==> config.mk <==
export PLATFORM = sky130hd
export DESIGN_NAME = arbitro_temporizador
export DESIGN_NICKNAME = d
export VERILOG_FILES = /design/src/rtl/arbitro_pkg.sv /design/src/rtl/contador_ventana.sv /design/src/rtl/arbitro_temporizador.sv
export SDC_FILE = /design/constraint.sdc
export NUM_CORES = 1
export LEC_CHECK = 0
export CAP_MARGIN = 10
export CORE_MARGIN = 4
export CORE_UTILIZATION = 25
export DETAILED_ROUTE_END_ITERATION = 10
export PLACE_DENSITY_LB_ADDON = 0.2
export SYNTH_ARGS = -nofsm -noshare
export SYNTH_HDL_FRONTEND = slang
export SYNTH_SLANG_ARGS = --single-unit
==> constraint.sdc <==
create_clock -name Clk -period 1.7 [get_ports Clk]
set_input_delay 0.255 -clock Clk [delete_from_list [all_inputs] [get_ports Clk]]
set_output_delay 0.255 -clock Clk [all_outputs]
set_load 0.01 [all_outputs]
==> src/rtl/arbitro_pkg.sv <==
// Shared definitions for the shared 300 ms timebase arbiter.
// Contents:
//   estado_t          - FSM state encoding (REPOSO, CONTANDO, AVISO)
//   CUENTA_300MS_DEF  - default window length in clock cycles (300 ms at 50 MHz)
//   CNT_W_DEF         - default window counter width
//   cabe_en()         - tells whether a counter width can hold a given window length
package arbitro_pkg;

  typedef enum logic [1:0] {
    REPOSO   = 2'd0,
    CONTANDO = 2'd1,
    AVISO    = 2'd2
  } estado_t;

  localparam int CUENTA_300MS_DEF = 15000000;
  localparam int CNT_W_DEF        = 24;

  // True when a cnt_w-bit counter can reach cuenta-1 without wrapping
  function automatic bit cabe_en(input int cnt_w, input int cuenta);
    return (64'(1) << cnt_w) > 64'(cuenta);
  endfunction

endpackage

==> src/rtl/contador_ventana.sv <==
// Window counter for the shared timebase.
// Ports:
//   clk    in  1  clock, rising edge
//   reset  in  1  synchronous, active-high; clears the count
//   clear  in  1  restarts the count at 0 (a new window was granted)
//   enable in  1  advance the count by one this cycle
//   fin    out 1  the count has reached CUENTA-1 (last cycle of the window)
// The count saturates at CUENTA-1 so it can never wrap into a false terminal.
module contador_ventana #(
  parameter int CUENTA = 5,
  parameter int CNT_W  = 24
) (
  input  logic clk,
  input  logic reset,
  input  logic clear,
  input  logic enable,
  output logic fin
);

  localparam logic [CNT_W-1:0] TERMINAL = CNT_W'(CUENTA - 1);

  logic [CNT_W-1:0] cuenta;

  // Count up while enabled; hold at the terminal value until the next clear
  always_ff @(posedge clk) begin
    if (reset || clear) begin
      cuenta <= '0;
    end else if (enable && !fin) begin
      cuenta <= cuenta + CNT_W'(1);
    end
  end

  assign fin = (cuenta == TERMINAL);

endmodule

==> src/rtl/arbitro_temporizador.sv <==
// Round-robin arbiter that shares one 300 ms timebase among N debouncers.
// Each debouncer holds actCuenta high to ask for a window; the winner gets
// concesion while its window counts, then a single-cycle t300ms pulse.
// Dropping the request before the pulse aborts the window with no pulse.
// Ports:
//   Clk        in  1          system clock, rising edge
//   Reset      in  1          synchronous, active-high
//   actCuenta  in  N_CANALES  per-channel window request (level)
//   t300ms     out N_CANALES  one-hot end-of-window pulse to the granted channel
//   concesion  out N_CANALES  one-hot grant of the running window, 0 when idle
//   ocupado    out 1          high while a window is counting or pulsing
// All outputs are registered.
module arbitro_temporizador
  import arbitro_pkg::*;
#(
  parameter int N_CANALES    = 4,
  parameter int CUENTA_300MS = CUENTA_300MS_DEF,
  parameter int CNT_W        = CNT_W_DEF
) (
  input  logic                 Clk,
  input  logic                 Reset,
  input  logic [N_CANALES-1:0] actCuenta,
  output logic [N_CANALES-1:0] t300ms,
  output logic [N_CANALES-1:0] concesion,
  output logic                 ocupado
);

  localparam int IDX_W = (N_CANALES > 1) ? $clog2(N_CANALES) : 1;

  estado_t              estado, estadoSig;
  logic [IDX_W-1:0]     puntero, punteroSig;
  logic [IDX_W-1:0]     ganador, ganadorSig;
  logic [IDX_W-1:0]     candidato;
  logic                 hayCandidato;
  logic [N_CANALES-1:0] concesionSig, t300msSig;
  logic                 limpiarCnt, habilitarCnt, finCnt;
  logic                 cuentaValida;
  int                   idx;

  // Tied off in hardware; kept so a bad CNT_W is easy to spot in a waveform
  assign cuentaValida = cabe_en(CNT_W, CUENTA_300MS);

  contador_ventana #(
    .CUENTA (CUENTA_300MS),
    .CNT_W  (CNT_W)
  ) u_contador (
    .clk    (Clk),
    .reset  (Reset),
    .clear  (limpiarCnt),
    .enable (habilitarCnt),
    .fin    (finCnt)
  );

  // Round-robin picker: first requester scanning upward from puntero+1,
  // wrapping; the last channel served therefore ranks last
  always_comb begin
    candidato    = '0;
    hayCandidato = 1'b0;
    idx          = 0;
    for (int i = 1; i <= N_CANALES; i++) begin
      idx = int'(puntero) + i;
      if (idx >= N_CANALES) begin
        idx = idx - N_CANALES;
      end
      if (!hayCandidato && actCuenta[IDX_W'(idx)]) begin
        hayCandidato = 1'b1;
        candidato    = IDX_W'(idx);
      end
    end
  end

  // Next-state logic. An abort seen on the terminal cycle wins over the
  // pulse; once in AVISO the request is ignored and the pulse is delivered.
  always_comb begin
    estadoSig    = estado;
    concesionSig = concesion;
    t300msSig    = '0;
    punteroSig   = puntero;
    ganadorSig   = ganador;
    limpiarCnt   = 1'b0;
    habilitarCnt = 1'b0;
    unique case (estado)
      REPOSO: begin
        if (hayCandidato) begin
          estadoSig    = CONTANDO;
          ganadorSig   = candidato;
          concesionSig = N_CANALES'(1) << candidato;
          limpiarCnt   = 1'b1;
        end
      end
      CONTANDO: begin
        habilitarCnt = 1'b1;
        if (!actCuenta[ganador]) begin
          estadoSig    = REPOSO;
          concesionSig = '0;
          punteroSig   = ganador;
        end else if (finCnt) begin
          estadoSig = AVISO;
          t300msSig = concesion;
        end
      end
      AVISO: begin
        estadoSig    = REPOSO;
        concesionSig = '0;
        punteroSig   = ganador;
      end
      default: begin
        estadoSig    = REPOSO;
        concesionSig = '0;
      end
    endcase
  end

  // State and output registers; the pointer starts at the last channel so
  // channel 0 is served first after reset
  always_ff @(posedge Clk) begin
    if (Reset) begin
      estado    <= REPOSO;
      concesion <= '0;
      t300ms    <= '0;
      ocupado   <= 1'b0;
      puntero   <= IDX_W'(N_CANALES - 1);
      ganador   <= '0;
    end else begin
      estado    <= estadoSig;
      concesion <= concesionSig;
      t300ms    <= t300msSig & {N_CANALES{cuentaValida}};
      ocupado   <= (estadoSig != REPOSO);
      puntero   <= punteroSig;
      ganador   <= ganadorSig;
    end
  end

endmodule
==> flow_metrics.py <==
metrics = {
    "detailed_routing": {
        "vias": 1855,
        "ant_nets": 0,
        "drc_errors": 0,
        "routed_via_density": 4.67,
        "wl_met3_um": 109,
        "highest_layer": "met4",
        "met2_length_um": 2310,
        "firstDrtPassIters": 4,
        "drtIter0Drc": 105,
        "wl_um": 4970,
        "wl_per_cell_um": 12.5,
        "wl_met1_um": 2450,
    },
    "timing": {
        "slew_viol_final": 0,
        "final-setup-viol-count": 2,
        "tns_ns": -0.00624,
        "slew_headroom_pct": 72.4,
        "max_clock_freq_mhz": 587,
        "finalClockSkew_ns": 0.00696,
        "grt_setup_unrepaired": "true",
        "layout_worst_path_cycle_share_pct": 100,
        "finalHoldViolations": 0,
        "setup_ws_ns": -0.00371,
        "hold-worst-slack_ns": 0.485,
        "min_period_ns": 1.70,
        "worstMarginPinSlew_ns": 0.410,
    },
    "clock_tree": {
        "path_clk_slew_ns": 0.08,
        "cts_sinks": 39,
        "cts-root-buf": "clkbuf_8",
        "htree_levels": 2,
        "cts-buffers-inserted": 5,
        "clk_latency_ns": 0.30,
        "cts_max_path_buffers": 2,
        "cts_tree": "yes",
    },
    "pwr": {
        "vdd_ir_drop_max_mv": 0.340,
        "p_total_uw": 2000,
        "power_density_nw_per_um2": 711,
        "p_leak_uw": 0.00106,
    },
    "min_path": {
        "min_path_cells": 2,
        "min-delay-start": "concesion[3]$_SDFFE_PP0P_",
        "min_path_type": "reg -> reg",
        "min_to": "concesion[3]$_SDFFE_PP0P_",
    },
    "global_route": {
        "grt_usage_pct": 11.8,
        "antenna_found_initial": 0,
        "grt_max_degree": 14,
        "grt-ovfl-total": 0,
        "grt_pass1_wl_um": 8400,
        "grt_pass1_vias": 1832,
    },
    "worst_setup_path": {
        "cp.required_ns": 1.93,
        "path_class": "reg -> reg",
        "worst_setup_path_end_kind": "flip-flop",
        "arrival_ns": 1.94,
        "critical_path.max_fanout": 6,
        "rr_startpoint": "u_contador.cuenta[6]$_SDFFE_PP0P_",
        "critPathLaunch": "u_contador.cuenta[6]$_SDFFE_PP0P_",
        "r2r_end": "u_contador.cuenta[23]$_SDFFE_PP0P_",
        "r2r_slack_ns": -0.004,
        "start_kind": "flip-flop",
        "r2r_cells": 6,
    },
    "logic_synthesis": {
        "ys_seq_area_share_pct": 40.9,
        "synth_top_area_cell": "dfxtp_1",
        "synth.avg_cell_area_um2": 8.60,
        "yosysMostFrequentCell": "dfxtp_1",
        "synth_edf_count": 0,
        "synth_top_area_share_pct": 40.9,
        "synth_cell_types": 42,
        "syn_nets": 229,
        "async_flop_share_pct": 0,
        "synth_cells": 222,
        "synth_area_um2": 1910,
        "ys_top_cells_by_area": "dfxtp_1 41%, a21oi_1 6.0%, xnor2_1 3.7%, nand2_1 3.3%, nor2_1 3.3%",
        "synth_common_cells": "39 x dfxtp_1, 23 x a21oi_1, 17 x nand2_1, 17 x nor2_1, 12 x o21ai_0",
        "yosys_warnings": 0,
        "synth_seq_cells": 39,
        "ys.flop_type": "dfxtp_1",
    },
    "floorplan": {
        "fp.dieW_um": 95.4,
        "core_um2": 7330,
        "rows": 31,
        "ioPinCount": 15,
        "die_y_um": 95.4,
        "dieArea_um2": 9100,
        "start_util_pct": 26.0,
    },
    "final_layout": {
        "area_growth_pct": 47.1,
        "final_nets": 304,
        "finish.utilization_pct": 38.3,
        "nFillCells": 749,
        "diodes": 0,
        "drive_gt1_share_pct": 35.6,
    },
    "place": {
        "gp_congestion": 0.778,
        "portBuffers": 14,
        "hpwl_um": 3720,
    },
    "outcome": {
        "failed_checks": "setup timing",
        "run_status": "complete, but fails checks",
    },
    "job": {
        "cap_violations": 0,
    },
}
metrics by stage:
step	instance area (um^2)	instances	setup WS (ns)
2_1_floorplan	1910	222	0.0618
3_3_place_gp	2560	386	-0.385
3_5_place_dp	2560	386	-0.403
4_1_cts	2730	397	0.00144
5_1_grt	2810	397	-0.108
6_report	2810	397	-0.00371
layout make-up:
cell class                 count  area, um^2  share of cell area [%]
clock buffer                   5        68.8                    2.45
clock inverter                 3        43.8                    1.56
inverter                       5        18.8                   0.668
multi-input combinational    169        1140                    40.5
sequential                    39         792                    28.2
tap                           99         124                    4.41
timing repair buffer          77         624                    22.2
how the worst max path moves through the flow:
stage	end	cells after the start
2_1_floorplan	u_contador.cuenta[12]$_SDFFE_PP0P_	7
3_3_place_gp	u_contador.cuenta[20]$_SDFFE_PP0P_	7
3_5_place_dp	u_contador.cuenta[8]$_SDFFE_PP0P_	7
4_1_cts	u_contador.cuenta[22]$_SDFFE_PP0P_	6
5_1_grt	u_contador.cuenta[19]$_SDFFE_PP0P_	7
6_report	u_contador.cuenta[23]$_SDFFE_PP0P_	6
sequential cells by signal, summed over array words and instances (netlist names):
register / flops
puntero: 2
t300ms: 4
u_contador.cuenta: 24
concesion: 4
estado: 2
ganador: 2
ocupado: 1
metal layers:
| metal | track usage [%] | vias up |
|---|---|---|
| met3 | 2.37 | 9 |
| met2 | 18.6 | 14 |
| met1 | 15.4 | 864 |
| li1 | - | 968 |
| met4 | 5.21 | 0 |
| met5 | 0 | - |
cells by family (layout without fill, tap and decap cells):
kind of cell / after synthesis / in the layout / synth area share, %
AOI/OAI and AO/OA: 55 / 55 / 17.2
adders and majority gates: 1 / 1 / 0.655
muxes: 2 / 2 / 1.70
xor gates and xnor gates: 8 / 8 / 3.67
DFF: 39 / 39 / 40.9
and+or+nand+nor: 103 / 103 / 31.6
buffers and inverters: 14 / 90 / 4.33
placed cells by master (no fill, tap or decap), drive strengths merged:
cell type | netlist | routed
mux2i | 1 | 1
and2 | 8 | 8
dfxtp | 39 | 39
nor2 | 17 | 17
or3 | 8 | 8
o2111ai | 1 | 1
o21ai | 14 | 14
and3 | 6 | 6
or2 | 1 | 1
nor3 | 7 | 7
clkbuf | 5 | 5
inv | 5 | 5
mux4 | 1 | 1
clkdlybuf4s50 | 0 | 11
and4 | 4 | 4
nand2 | 17 | 17
nand2b | 4 | 4
buf | 4 | 63
a211oi | 4 | 4
ha | 1 | 1
nand3 | 5 | 5
o22ai | 1 | 1
a21oi | 23 | 23
clkinv | 0 | 2
nor4b | 3 | 3
o31ai | 4 | 4
or4 | 8 | 8
a21o | 1 | 1
o21a | 1 | 1
nor2b | 3 | 3
a22o | 2 | 2
dlygate4sd2 | 0 | 3
xnor2 | 8 | 8
o211ai | 4 | 4
bufinv | 0 | 1
nand4 | 10 | 10
nor4 | 2 | 2
what timing repair did:
action,in CTS,in global routing
pin swaps,7,3
cloned,0,0
buffers inserted,3,0
endpoints found under the setup margin,21,23
hold buffers,0,0
resized for setup,17,20
power by group:
group	internal, uW	switching [uW]	total [uW]
logic	133	116	248
clock network	437	354	791
registers	938	19.5	958
critical path: stages, from the launching register on:
cell	delay [ns]
dfxtp_2	0.38
buf_6	0.10
and4_4	0.21
and3_4	0.21
nand4_4	0.11
or4_4	0.50
a21oi_2	0.12
(Power assumes the default switching activity.)
